<file path="src/rtl/retire_trace_buffer_if.sv">
// Retire-port and trace-drain signal bundle for retire_trace_buffer.
// The core/drain side uses master; the monitor uses slave.
interface retire_trace_buffer_if #(
    parameter int PC_W   = 16,
    parameter int DATA_W = 16,
    parameter int REG_W  = 4,
    parameter int CNT_W  = 32
);
    logic              ret_valid;
    logic [PC_W-1:0]   ret_pc;
    logic              ret_regwrite;
    logic [REG_W-1:0]  ret_wreg;
    logic [DATA_W-1:0] ret_wdata;
    logic              ret_memread;
    logic              ret_memwrite;
    logic [DATA_W-1:0] ret_memaddr;
    logic [DATA_W-1:0] ret_memdata;
    logic              ret_halt;

    logic              tr_valid;
    logic              tr_ready;
    logic [2:0]        tr_type;
    logic [CNT_W-1:0]  tr_inum;
    logic [PC_W-1:0]   tr_pc;
    logic [DATA_W-1:0] tr_a;
    logic [DATA_W-1:0] tr_b;
    logic [DATA_W-1:0] tr_c;

    modport master (
        output ret_valid, ret_pc, ret_regwrite, ret_wreg, ret_wdata,
               ret_memread, ret_memwrite, ret_memaddr, ret_memdata, ret_halt,
               tr_ready,
        input  tr_valid, tr_type, tr_inum, tr_pc, tr_a, tr_b, tr_c
    );

    modport slave (
        input  ret_valid, ret_pc, ret_regwrite, ret_wreg, ret_wdata,
               ret_memread, ret_memwrite, ret_memaddr, ret_memdata, ret_halt,
               tr_ready,
        output tr_valid, tr_type, tr_inum, tr_pc, tr_a, tr_b, tr_c
    );
endinterface

</file>
<file path="src/rtl/retire_trace_buffer.sv">
// Retire-event monitor: classifies retired instructions, buffers trace records in a FIFO,
// keeps cycle/instruction/drop counters, halt latch and watchdog. Optional: TRACE_FILTER_EN.
module retire_trace_buffer #(
    parameter int PC_W       = 16,
    parameter int DATA_W     = 16,
    parameter int REG_W      = 4,
    parameter int DEPTH      = 8,
    parameter int CNT_W      = 32,
    parameter int MAX_CYCLES = 100000
) (
    input  logic               clk,
    input  logic               rst_n,
`ifdef TRACE_FILTER_EN
    input  logic               filter_nop,
`endif
    retire_trace_buffer_if.slave bus,
    output logic [CNT_W-1:0]   cycle_count,
    output logic [CNT_W-1:0]   inst_count,
    output logic [CNT_W-1:0]   drop_count,
    output logic               overflow,
    output logic               halted,
    output logic               timeout
);
    localparam int AW    = $clog2(DEPTH);
    localparam int REC_W = 3 + CNT_W + PC_W + 3 * DATA_W;

    localparam logic [AW:0]      PTR_ONE  = (AW + 1)'(1);
    localparam logic [CNT_W-1:0] CNT_ONE  = CNT_W'(1);
    localparam logic [CNT_W-1:0] CNT_MAX  = {CNT_W{1'b1}};
    localparam logic [CNT_W-1:0] WD_LIMIT = CNT_W'(MAX_CYCLES);

    typedef enum logic [2:0] {
        T_NOP   = 3'd0,
        T_REG   = 3'd1,
        T_LOAD  = 3'd2,
        T_STORE = 3'd3,
        T_HALT  = 3'd4
    } rec_type_t;

    rec_type_t         rtype_s;
    logic [DATA_W-1:0] a_s;
    logic [DATA_W-1:0] b_s;
    logic [DATA_W-1:0] c_s;
    logic [REC_W-1:0]  rec_s;
    logic [REC_W-1:0]  head_rec_s;

    logic [REC_W-1:0]  mem_r [DEPTH];
    logic [AW:0]       wr_ptr_r;
    logic [AW:0]       rd_ptr_r;

    logic run_s, cap_s, push_req_s, push_s, pop_s, drop_s, empty_s, full_s;

    // Classify the retiring instruction and select its payload fields
    always_comb begin
        rtype_s = T_NOP;
        a_s     = {DATA_W{1'b0}};
        b_s     = {DATA_W{1'b0}};
        c_s     = {DATA_W{1'b0}};
        if (bus.ret_regwrite && bus.ret_memread) begin
            rtype_s = T_LOAD;
            a_s     = DATA_W'(bus.ret_wreg);
            b_s     = bus.ret_wdata;
            c_s     = bus.ret_memaddr;
        end else if (bus.ret_regwrite) begin
            rtype_s = T_REG;
            a_s     = DATA_W'(bus.ret_wreg);
            b_s     = bus.ret_wdata;
        end else if (bus.ret_halt) begin
            rtype_s = T_HALT;
        end else if (bus.ret_memwrite) begin
            rtype_s = T_STORE;
            a_s     = bus.ret_memaddr;
            b_s     = bus.ret_memdata;
        end else begin
            rtype_s = T_NOP;
        end
    end

    assign rec_s   = {rtype_s, inst_count, bus.ret_pc, a_s, b_s, c_s};
    assign run_s   = ~halted & ~timeout;
    assign cap_s   = bus.ret_valid & run_s;

`ifdef TRACE_FILTER_EN
    assign push_req_s = cap_s & ~(filter_nop & (rtype_s == T_NOP));
`else
    assign push_req_s = cap_s;
`endif

    // Extra pointer MSB distinguishes full from empty when the indices match
    assign empty_s = (wr_ptr_r == rd_ptr_r);
    assign full_s  = (wr_ptr_r[AW] != rd_ptr_r[AW]) &&
                     (wr_ptr_r[AW-1:0] == rd_ptr_r[AW-1:0]);
    assign pop_s   = ~empty_s & bus.tr_ready;
    assign push_s  = push_req_s & (~full_s | pop_s);
    assign drop_s  = push_req_s & full_s & ~pop_s;

    // Head record presented to the drain; zeroed while the FIFO is empty
    always_comb begin
        head_rec_s = {REC_W{1'b0}};
        if (empty_s) begin
            head_rec_s = {REC_W{1'b0}};
        end else begin
            head_rec_s = mem_r[rd_ptr_r[AW-1:0]];
        end
    end

    assign bus.tr_valid = ~empty_s;
    assign {bus.tr_type, bus.tr_inum, bus.tr_pc, bus.tr_a, bus.tr_b, bus.tr_c} = head_rec_s;

    // Record storage
    always_ff @(posedge clk) begin
        if (push_s) begin
            mem_r[wr_ptr_r[AW-1:0]] <= rec_s;
        end
    end

    // FIFO pointers, counters and sticky status
    always_ff @(posedge clk) begin
        if (!rst_n) begin
            wr_ptr_r    <= {(AW + 1){1'b0}};
            rd_ptr_r    <= {(AW + 1){1'b0}};
            cycle_count <= {CNT_W{1'b0}};
            inst_count  <= {CNT_W{1'b0}};
            drop_count  <= {CNT_W{1'b0}};
            overflow    <= 1'b0;
            halted      <= 1'b0;
            timeout     <= 1'b0;
        end else begin
            if (push_s) begin
                wr_ptr_r <= wr_ptr_r + PTR_ONE;
            end
            if (pop_s) begin
                rd_ptr_r <= rd_ptr_r + PTR_ONE;
            end
            if (run_s && (cycle_count != CNT_MAX)) begin
                cycle_count <= cycle_count + CNT_ONE;
            end
            if (run_s && (cycle_count >= WD_LIMIT)) begin
                timeout <= 1'b1;
            end
            if (cap_s) begin
                inst_count <= inst_count + CNT_ONE;
            end
            // A HALT latches even when its record is dropped
            if (cap_s && (rtype_s == T_HALT)) begin
                halted <= 1'b1;
            end
            if (drop_s) begin
                overflow <= 1'b1;
                if (drop_count != CNT_MAX) begin
                    drop_count <= drop_count + CNT_ONE;
                end
            end
        end
    end
endmodule
</file>
<file path="src/flat_wrapper.sv">
// flat-port wrapper written by rule: the top's interface ports become plain ports
module retire_trace_buffer_flat 
#(
    parameter int PC_W       = 16,
    parameter int DATA_W     = 16,
    parameter int REG_W      = 4,
    parameter int DEPTH      = 8,
    parameter int CNT_W      = 32,
    parameter int MAX_CYCLES = 100000
)
  (clk, rst_n, cycle_count, inst_count, drop_count, overflow, halted, timeout, bus_ret_valid, bus_ret_pc, bus_ret_regwrite, bus_ret_wreg, bus_ret_wdata, bus_ret_memread, bus_ret_memwrite, bus_ret_memaddr, bus_ret_memdata, bus_ret_halt, bus_tr_ready, bus_tr_valid, bus_tr_type, bus_tr_inum, bus_tr_pc, bus_tr_a, bus_tr_b, bus_tr_c);
  retire_trace_buffer_if #(.PC_W(PC_W), .DATA_W(DATA_W), .REG_W(REG_W), .CNT_W(CNT_W)) bus_i ();
  input  logic clk;
  input  logic rst_n;
  output logic [CNT_W-1:0] cycle_count;
  output logic [CNT_W-1:0] inst_count;
  output logic [CNT_W-1:0] drop_count;
  output logic overflow;
  output logic halted;
  output logic timeout;
  input wire logic [$bits(bus_i.ret_valid)-1:0] bus_ret_valid;
  input wire logic [$bits(bus_i.ret_pc)-1:0] bus_ret_pc;
  input wire logic [$bits(bus_i.ret_regwrite)-1:0] bus_ret_regwrite;
  input wire logic [$bits(bus_i.ret_wreg)-1:0] bus_ret_wreg;
  input wire logic [$bits(bus_i.ret_wdata)-1:0] bus_ret_wdata;
  input wire logic [$bits(bus_i.ret_memread)-1:0] bus_ret_memread;
  input wire logic [$bits(bus_i.ret_memwrite)-1:0] bus_ret_memwrite;
  input wire logic [$bits(bus_i.ret_memaddr)-1:0] bus_ret_memaddr;
  input wire logic [$bits(bus_i.ret_memdata)-1:0] bus_ret_memdata;
  input wire logic [$bits(bus_i.ret_halt)-1:0] bus_ret_halt;
  input wire logic [$bits(bus_i.tr_ready)-1:0] bus_tr_ready;
  output wire logic [$bits(bus_i.tr_valid)-1:0] bus_tr_valid;
  output wire logic [$bits(bus_i.tr_type)-1:0] bus_tr_type;
  output wire logic [$bits(bus_i.tr_inum)-1:0] bus_tr_inum;
  output wire logic [$bits(bus_i.tr_pc)-1:0] bus_tr_pc;
  output wire logic [$bits(bus_i.tr_a)-1:0] bus_tr_a;
  output wire logic [$bits(bus_i.tr_b)-1:0] bus_tr_b;
  output wire logic [$bits(bus_i.tr_c)-1:0] bus_tr_c;
  assign bus_i.ret_valid = bus_ret_valid;
  assign bus_i.ret_pc = bus_ret_pc;
  assign bus_i.ret_regwrite = bus_ret_regwrite;
  assign bus_i.ret_wreg = bus_ret_wreg;
  assign bus_i.ret_wdata = bus_ret_wdata;
  assign bus_i.ret_memread = bus_ret_memread;
  assign bus_i.ret_memwrite = bus_ret_memwrite;
  assign bus_i.ret_memaddr = bus_ret_memaddr;
  assign bus_i.ret_memdata = bus_ret_memdata;
  assign bus_i.ret_halt = bus_ret_halt;
  assign bus_i.tr_ready = bus_tr_ready;
  assign bus_tr_valid = bus_i.tr_valid;
  assign bus_tr_type = bus_i.tr_type;
  assign bus_tr_inum = bus_i.tr_inum;
  assign bus_tr_pc = bus_i.tr_pc;
  assign bus_tr_a = bus_i.tr_a;
  assign bus_tr_b = bus_i.tr_b;
  assign bus_tr_c = bus_i.tr_c;
  retire_trace_buffer #(.PC_W(PC_W), .DATA_W(DATA_W), .REG_W(REG_W), .DEPTH(DEPTH), .CNT_W(CNT_W), .MAX_CYCLES(MAX_CYCLES)) u_core (.clk(clk), .rst_n(rst_n), .bus(bus_i), .cycle_count(cycle_count), .inst_count(inst_count), .drop_count(drop_count), .overflow(overflow), .halted(halted), .timeout(timeout));
endmodule
</file>
<file path="config.mk">
export PLATFORM = sky130hd
export DESIGN_NAME = retire_trace_buffer_flat
export DESIGN_NICKNAME = d
export VERILOG_FILES = /design/src/rtl/retire_trace_buffer_if.sv /design/src/rtl/retire_trace_buffer.sv /design/src/flat_wrapper.sv
export SDC_FILE = /design/constraint.sdc
export NUM_CORES = 1
export LEC_CHECK = 0
export ABC_CLOCK_PERIOD_IN_PS = 19300
export CAP_MARGIN = 10
export CORE_UTILIZATION = 58
export CTS_BUF_LIST = sky130_fd_sc_hd__clkbuf_4 sky130_fd_sc_hd__clkbuf_8 sky130_fd_sc_hd__clkbuf_16
export CTS_CLUSTER_SIZE = 20
export DETAILED_ROUTE_END_ITERATION = 10
export PLACE_DENSITY = 0.79
export SKIP_CTS_REPAIR_TIMING = 1
export SLEW_MARGIN = 25
export SYNTH_ARGS = -nofsm -noshare
export SYNTH_HDL_FRONTEND = slang
export SYNTH_SLANG_ARGS = --single-unit
export TNS_END_PERCENT = 5
</file>
<file path="constraint.sdc">
create_clock -name clk -period 19.3 [get_ports clk]
set_input_delay 3.86 -clock clk [delete_from_list [all_inputs] [get_ports clk]]
set_output_delay 3.86 -clock clk [all_outputs]
set_load 0.02 [all_outputs]
</file>
==> results.yml, run 1 <==
critical_path:
  end_kind: "output port"
  crit_top_cell: "buf_4"
  cp_top_family: "buffers and inverters"
  critical-path-slowest-cell: "buf_4"
  cp_slowest_stage_delay_ns: 0.89
  path_buf_inv: 3
  arrival_ns: 4.71
  cp-start-kind: "flip-flop"
  path_max_fanout: 70
  cp_cell_sequence: "buf_4 -> buf_4 -> mux4_2 -> mux2i_1 -> nor2_1 -> clkdlybuf4s50_1"
  required_ns: 15.44
  worst-setup-path-type: "reg -> out"
clock_tree:
  ctsLongestPathBuffers: 3
  clk_latency_ns: 0.64
  clk_pin_slew_ns: 0.06
  cts_root_buffer: "clkbuf_16"
  cts-buffers-inserted: 88
  cts_tree: "yes"
  htreeDepth: 3
  numClockSinks: 902
grt:
  antenna_found_initial: 0
  grt_pass1_vias: 20200
  overflow: 0
  track_usage_pct: 26.2
  grt_first_pass_wirelength_um: 123000
  grt_start_max_net_pins: 122
floorplan:
  ios: 275
  core_area_mm2: 0.0607
  core.rowCount: 90
  die-area_mm2: 0.0628
  start_util_pct: 59.1
  die_x_um: 251
  die_height_um: 251
pwr:
  cellInternalPower_mw: 3.58
  power_density_mw_per_mm2: 112
  pwr-share-clk_pct: 37.0
  seq_power_share_pct: 46.2
  swShare_pct: 24.8
  p_sw_mw: 1.18
  comb_power_share_pct: 16.9
  ir_drop_v: 0.0000703
  p_leak_nw: 13.6
  total_power_mw: 4.76
routing:
  drtAntennaViolNets: 0
  dr.pass1.iters: 7
  drt_iter0_drc: 1711
  wl_um: 82500
  wl_per_cell_um: 26.5
  drc_errors: 0
  vias: 19900
  vias_per_cell: 6.39
yosys:
  ys_types: 57
  yosysSeqAreaShare_pct: 72.5
  synthCells: 1976
  synth_edf_count: 792
  syn-num-nets: 2058
  postSynth.asyncResetShare_pct: 0
  postSynthAreaPerCell_um2: 18.1
  ys.flop_type: "edfxtp_1"
  syn_area_mm2: 0.0359
  yosys_warnings: 0
  ys_ff_latch: 902
layout:
  syn_to_final_growth_pct: 18.7
  fin_util_pct: 70.1
  fill_cells: 3694
  drive_gt1_share_pct: 17.4
  fin_nets: 2345
timing:
  rsz0062_at_grt: "no"
  setup_viol: 0
  clock_skew_ns: 0.0308
  fin_setup_tns_ns: 0
  timing.final.crit_share_pct: 44.4
  hold_violations: 0
  worstMarginPinSlew_ns: 1.06
  relSlewSlack_pct: 29.3
  final-max-slew-violation-count: 0
  timing.fmax_ghz: 0.117
  finalCriticalPeriod_ns: 8.57
place:
  port_buffers: 274
  dp_hpwl_um: 45200
  globalplace.congestion: 0.850
min_path:
  hold_class: "reg -> reg"
status:
  status: "complete, no violations"
run:
  maxCapViolCount: 0
==> cell type report <==
class | instances | area [um2] | area share, %
Clock buffer | 111 | 2430 | 5.71
Inverter | 14 | 52.6 | 0.124
Sequential cell | 902 | 26000 | 61.1
Antenna cell | 1 | 2.50 | 0.00588
Timing Repair Buffer | 309 | 3100 | 7.30
Multi-Input combinational cell | 948 | 9420 | 22.2
Tap cell | 782 | 978 | 2.30
Clock inverter | 45 | 557 | 1.31
==> synth_stat cells (all sizes together), types with 6 or more instances <==
master | count | share of area (%)
edfxtp | 792 | 66
mux4 | 198 | 12
nor2 | 150 | 1.6
mux2i | 113 | 3.2
dfxtp | 110 | 6.1
clkbuf | 65 | 0.68
nand2 | 59 | 0.62
a21oi | 56 | 0.78
buf | 47 | 0.65
nand3 | 41 | 0.62
nand4 | 32 | 0.64
and3 | 30 | 0.52
o31ai | 29 | 0.61
or4 | 29 | 0.62
xor2 | 25 | 0.61
o21ai | 23 | 0.32
or3 | 23 | 0.40
a22o | 20 | 0.49
and2 | 18 | 0.31
and4 | 14 | 0.34
inv | 14 | 0.15
nor4 | 14 | 0.30
nand2b | 11 | 0.19
nor3 | 10 | 0.20
xnor2 | 10 | 0.24
ha | 6 | 0.21
==> flip-flops by register name (all words and copies together) (netlist names), named ones only <==
name                flops
u_core.mem_r          792
u_core.cycle_count     32
u_core.drop_count      32
u_core.inst_count      32
u_core.rd_ptr_r         4
u_core.wr_ptr_r         4
u_core.halted           1
u_core.overflow         1
u_core.timeout          1
==> layer usage <==
layer / global-route usage (%) / vias up / routed length (um)
met3: 5.41 / 130 / 6900
met2: 44.5 / 918 / 42200
met5: 0 / - / 0
met4: 5.92 / 0 / 1440
li1: - / 8555 / -
met1: 35.0 / 10300 / 31900
==> power groups by stage <==
| stage | sequential [mW] | clock (mW) | combinational [mW] |
|---|---|---|---|
| after CTS | 2.20 | 1.78 | 0.811 |
| after global routing | 2.21 | 1.86 | 0.850 |
| after global placement | 2.24 | 0 | 0.789 |
| after floorplan | 2.23 | 0 | 0.513 |
| after detailed placement | 2.24 | 0 | 0.802 |
| final | 2.20 | 1.76 | 0.803 |
==> cell usage in the layout (no fill, tap or decap), types with 18 or more instances in the layout <==
master	count
a22o_1	20
o21ai_0	23
and3_1	30
mux2i_1	113
nand3_1	39
edfxtp_1	792
clkbuf_16	90
a21oi_1	55
o31ai_1	29
or4_1	28
mux4_2	198
nand2_1	59
and2_1	18
nand4_1	30
nor2_1	150
clkdlybuf4s50_1	273
buf_4	27
dfxtp_1	107
xor2_1	25
clkbuf_4	18
or3_1	23
==> path summary, 6_finish.rpt <==
kind,slack [ns],cells after the start,to,from
setup / recovery,10.73,6,bus_tr_type[1],flip-flop
hold / removal,0.49,2,u_core.overflow,u_core.overflow
setup reg to reg,14.56,8,u_core.mem_r[2][6],u_core.wr_ptr_r[2]
hold reg to reg,0.49,2,u_core.overflow,u_core.overflow
==> worst register-to-register path, cell delays in order, from the launching register on <==
cell	delay [ns]
dfxtp_1	0.64
xnor2_1	0.17
and3_1	0.46
a21oi_1	0.66
nand2_1	0.27
nor3_2	0.81
buf_4	0.56
buf_4	0.46
buf_16	0.33
==> through the flow <==
stage | cells | hold WS [ns] | setup WS (ns) | cell area, um2
floorplan | 1976 | 0.471 | 3.53 | 35900
CTS | 3108 | 0.486 | 10.48 | 42500
finish | 3112 | 0.492 | 10.73 | 42500
detailed placement | 2952 | 0.468 | 10.83 | 39500
global route | 3111 | 0.510 | 10.50 | 42500
global placement | 2950 | 0.454 | 11.00 | 39400
==> kinds of logic after synthesis <==
kind of cell,Yosys count,share of synthesized area (%)
XOR/XNOR,35,0.855
AND/OR/NAND/NOR,448,6.74
flip-flops,902,72.5
buffers and inverters,126,1.48
adder cells (fa/ha/maj),6,0.209
multiplexers,311,15.6
AO/OA/AOI/OAI,148,2.65
Power figures use the tool's default switching activity.
==> run 2: changes to the inputs <==
Settings changed: ABC_CLOCK_PERIOD_IN_PS 19300 to 8800.
Clock period 19.3 ns to 8.8 ns, I/O delays scaled along.
==> results.yml, run 2 (synthesized netlist as in run 1, its figures left out) <==
place:
  postPlaceCellArea_mm2: 0.0394
  place_inst: 2947
  dp_hpwl_um: 43400
  place_ws_ns: 3.25
  globalplace.congestion: 0.849
  port_buffers: 274
critical_path:
  reg2reg_depth: 6
  end_kind: "output port"
  worst-setup-path-type: "reg -> out"
  arrival_ns: 3.89
  reg2reg_slack_ns: 4.61
  cp_top_family: "buffers and inverters"
  critical-path-slowest-cell: "dfxtp_4"
  path_buf_inv: 2
  cp_cell_sequence: "buf_12 -> mux4_2 -> mux2i_1 -> nor2_1 -> clkdlybuf4s50_1"
  required_ns: 7.04
  cp-start-kind: "flip-flop"
  cp_slowest_stage_delay_ns: 0.89
  path_max_fanout: 106
  r2r_start: "u_core.wr_ptr_r[0]"
  r2r-end: "u_core.mem_r[0][53]"
min_path:
  hold_class: "reg -> reg"
  hold_path.startpoint: "u_core.overflow"
  worstHoldEndpoint: "u_core.overflow"
  whs_path_depth: 2
layout:
  layout_common_cells: "792 x edfxtp_1, 273 x clkdlybuf4s50_1, 198 x mux4_2"
  layout.cells.non_filler: 3105
  fill_cells: 3636
  fin_util_pct: 69.7
  regArea_mm2: 0.0260
  multi_input_area_mm2: 0.00943
  drive_gt1_share_pct: 16.9
  syn_to_final_growth_pct: 18.0
  n_antenna_cell: 0
  design_area_mm2: 0.0423
  fin_nets: 2337
  final_common_cell: "edfxtp_1"
  largest_reg_flops: 792
clock_tree:
  cts_root_buffer: "clkbuf_16"
  ctsLongestPathBuffers: 3
  numClockSinks: 902
  cts-buffers-inserted: 86
  cts_tree: "yes"
  clk_pin_slew_ns: 0.06
  clk_latency_ns: 0.63
  htreeDepth: 3
timing:
  fin_hold_ws_ns: 0.483
  timing.final.crit_share_pct: 64.2
  timing.fmax_ghz: 0.177
  fin_setup_tns_ns: 0
  finalCriticalPeriod_ns: 5.65
  setup_viol: 0
  hold_violations: 0
  relSlewSlack_pct: 32.4
  final-max-slew-violation-count: 0
  clock_skew_ns: 0.0220
  worst_slack_ns: 3.15
  rsz0062_at_grt: "no"
  worstMarginPinSlew_ns: 1.01
routing:
  dr.pass1.iters: 5
  wl_per_cell_um: 25.9
  drt_iter0_drc: 1797
  drc_errors: 0
  wl_um: 80400
  drtAntennaViolNets: 0
  vias_per_cell: 6.32
  vias: 19600
grt:
  grt_start_max_net_pins: 130
  antenna_found_initial: 0
  overflow: 0
  grt_pass1_vias: 20100
  grt_first_pass_wirelength_um: 122000
  track_usage_pct: 25.9
pwr:
  p_leak_nw: 13.5
  total_power_mw: 10.2
  comb_power_share_pct: 17.1
  pwr-share-clk_pct: 35.6
  swShare_pct: 25.0
  ir_drop_v: 0.000209
  power_density_mw_per_mm2: 242
  p_sw_mw: 2.55
  seq_power_share_pct: 47.3
  cellInternalPower_mw: 7.68
floorplan:
  ios: 275
  die_x_um: 251
  core_area_mm2: 0.0607
  core.rowCount: 90
  die-area_mm2: 0.0628
  die_height_um: 251
  start_util_pct: 59.1
status:
  status: "complete, no violations"
run:
  maxCapViolCount: 0
[run 2: changes by cell type in the layout (fill, tap and decap cells not counted), sizes merged]
cell	delta
buf	-6
inv	-4
clkinv	+10
clkinvlp	-4
clkbuf	+4
diode	-1
bufinv	-6
[run 2: worst reg2reg max path, stage by stage (launching register included)]
cell     delay [ns]
dfxtp_1        0.65
xnor2_1        0.17
and3_1         0.47
a21oi_1        0.65
nor4b_4        0.31
buf_4          0.82
buf_4          0.72
[run 2: area by class of cell]
type	count	area share, %
tap	782	2.31
timing repair buffer	303	7.20
inverter	14	0.124
multi-input combinational	948	22.3
clock inverter	41	0.801
sequential	902	61.4
clock buffer	115	5.84
[run 2: metal layers]
| layer | vias to the layer above | part of all wire (%) | global-route usage (%) |
|---|---|---|---|
| li1 | 8525 | - | - |
| met1 | 10000 | 39 | 34.2 |
| met2 | 965 | 51 | 42.9 |
| met3 | 101 | 8.8 | 6.10 |
| met4 | 0 | 2.1 | 7.99 |
| met5 | - | 0 | 0 |
[run 2: how the worst max path moves through the flow]
stage	endpoint	cells after the start	start	slack [ns]
global placement	u_core.mem_r[3][41]	7	bus_ret_valid	3.25
finish	bus_tr_b[9]	5	flip-flop	3.15
global route	bus_tr_b[9]	5	flip-flop	2.84
floorplan	u_core.mem_r[1][0]	4	bus_ret_valid	-4.12
CTS	bus_tr_a[5]	5	flip-flop	2.85
detailed placement	u_core.mem_r[3][42]	7	bus_ret_valid	3.25
[run 2: power by group through the flow]
stage	sequential (mW)	combinational (mW)	clock, mW
after detailed placement	4.94	1.74	0
after global routing	4.85	1.86	3.85
after floorplan	4.89	1.12	0
after global placement	4.93	1.73	0
after CTS	4.85	1.77	3.69
final	4.84	1.75	3.64
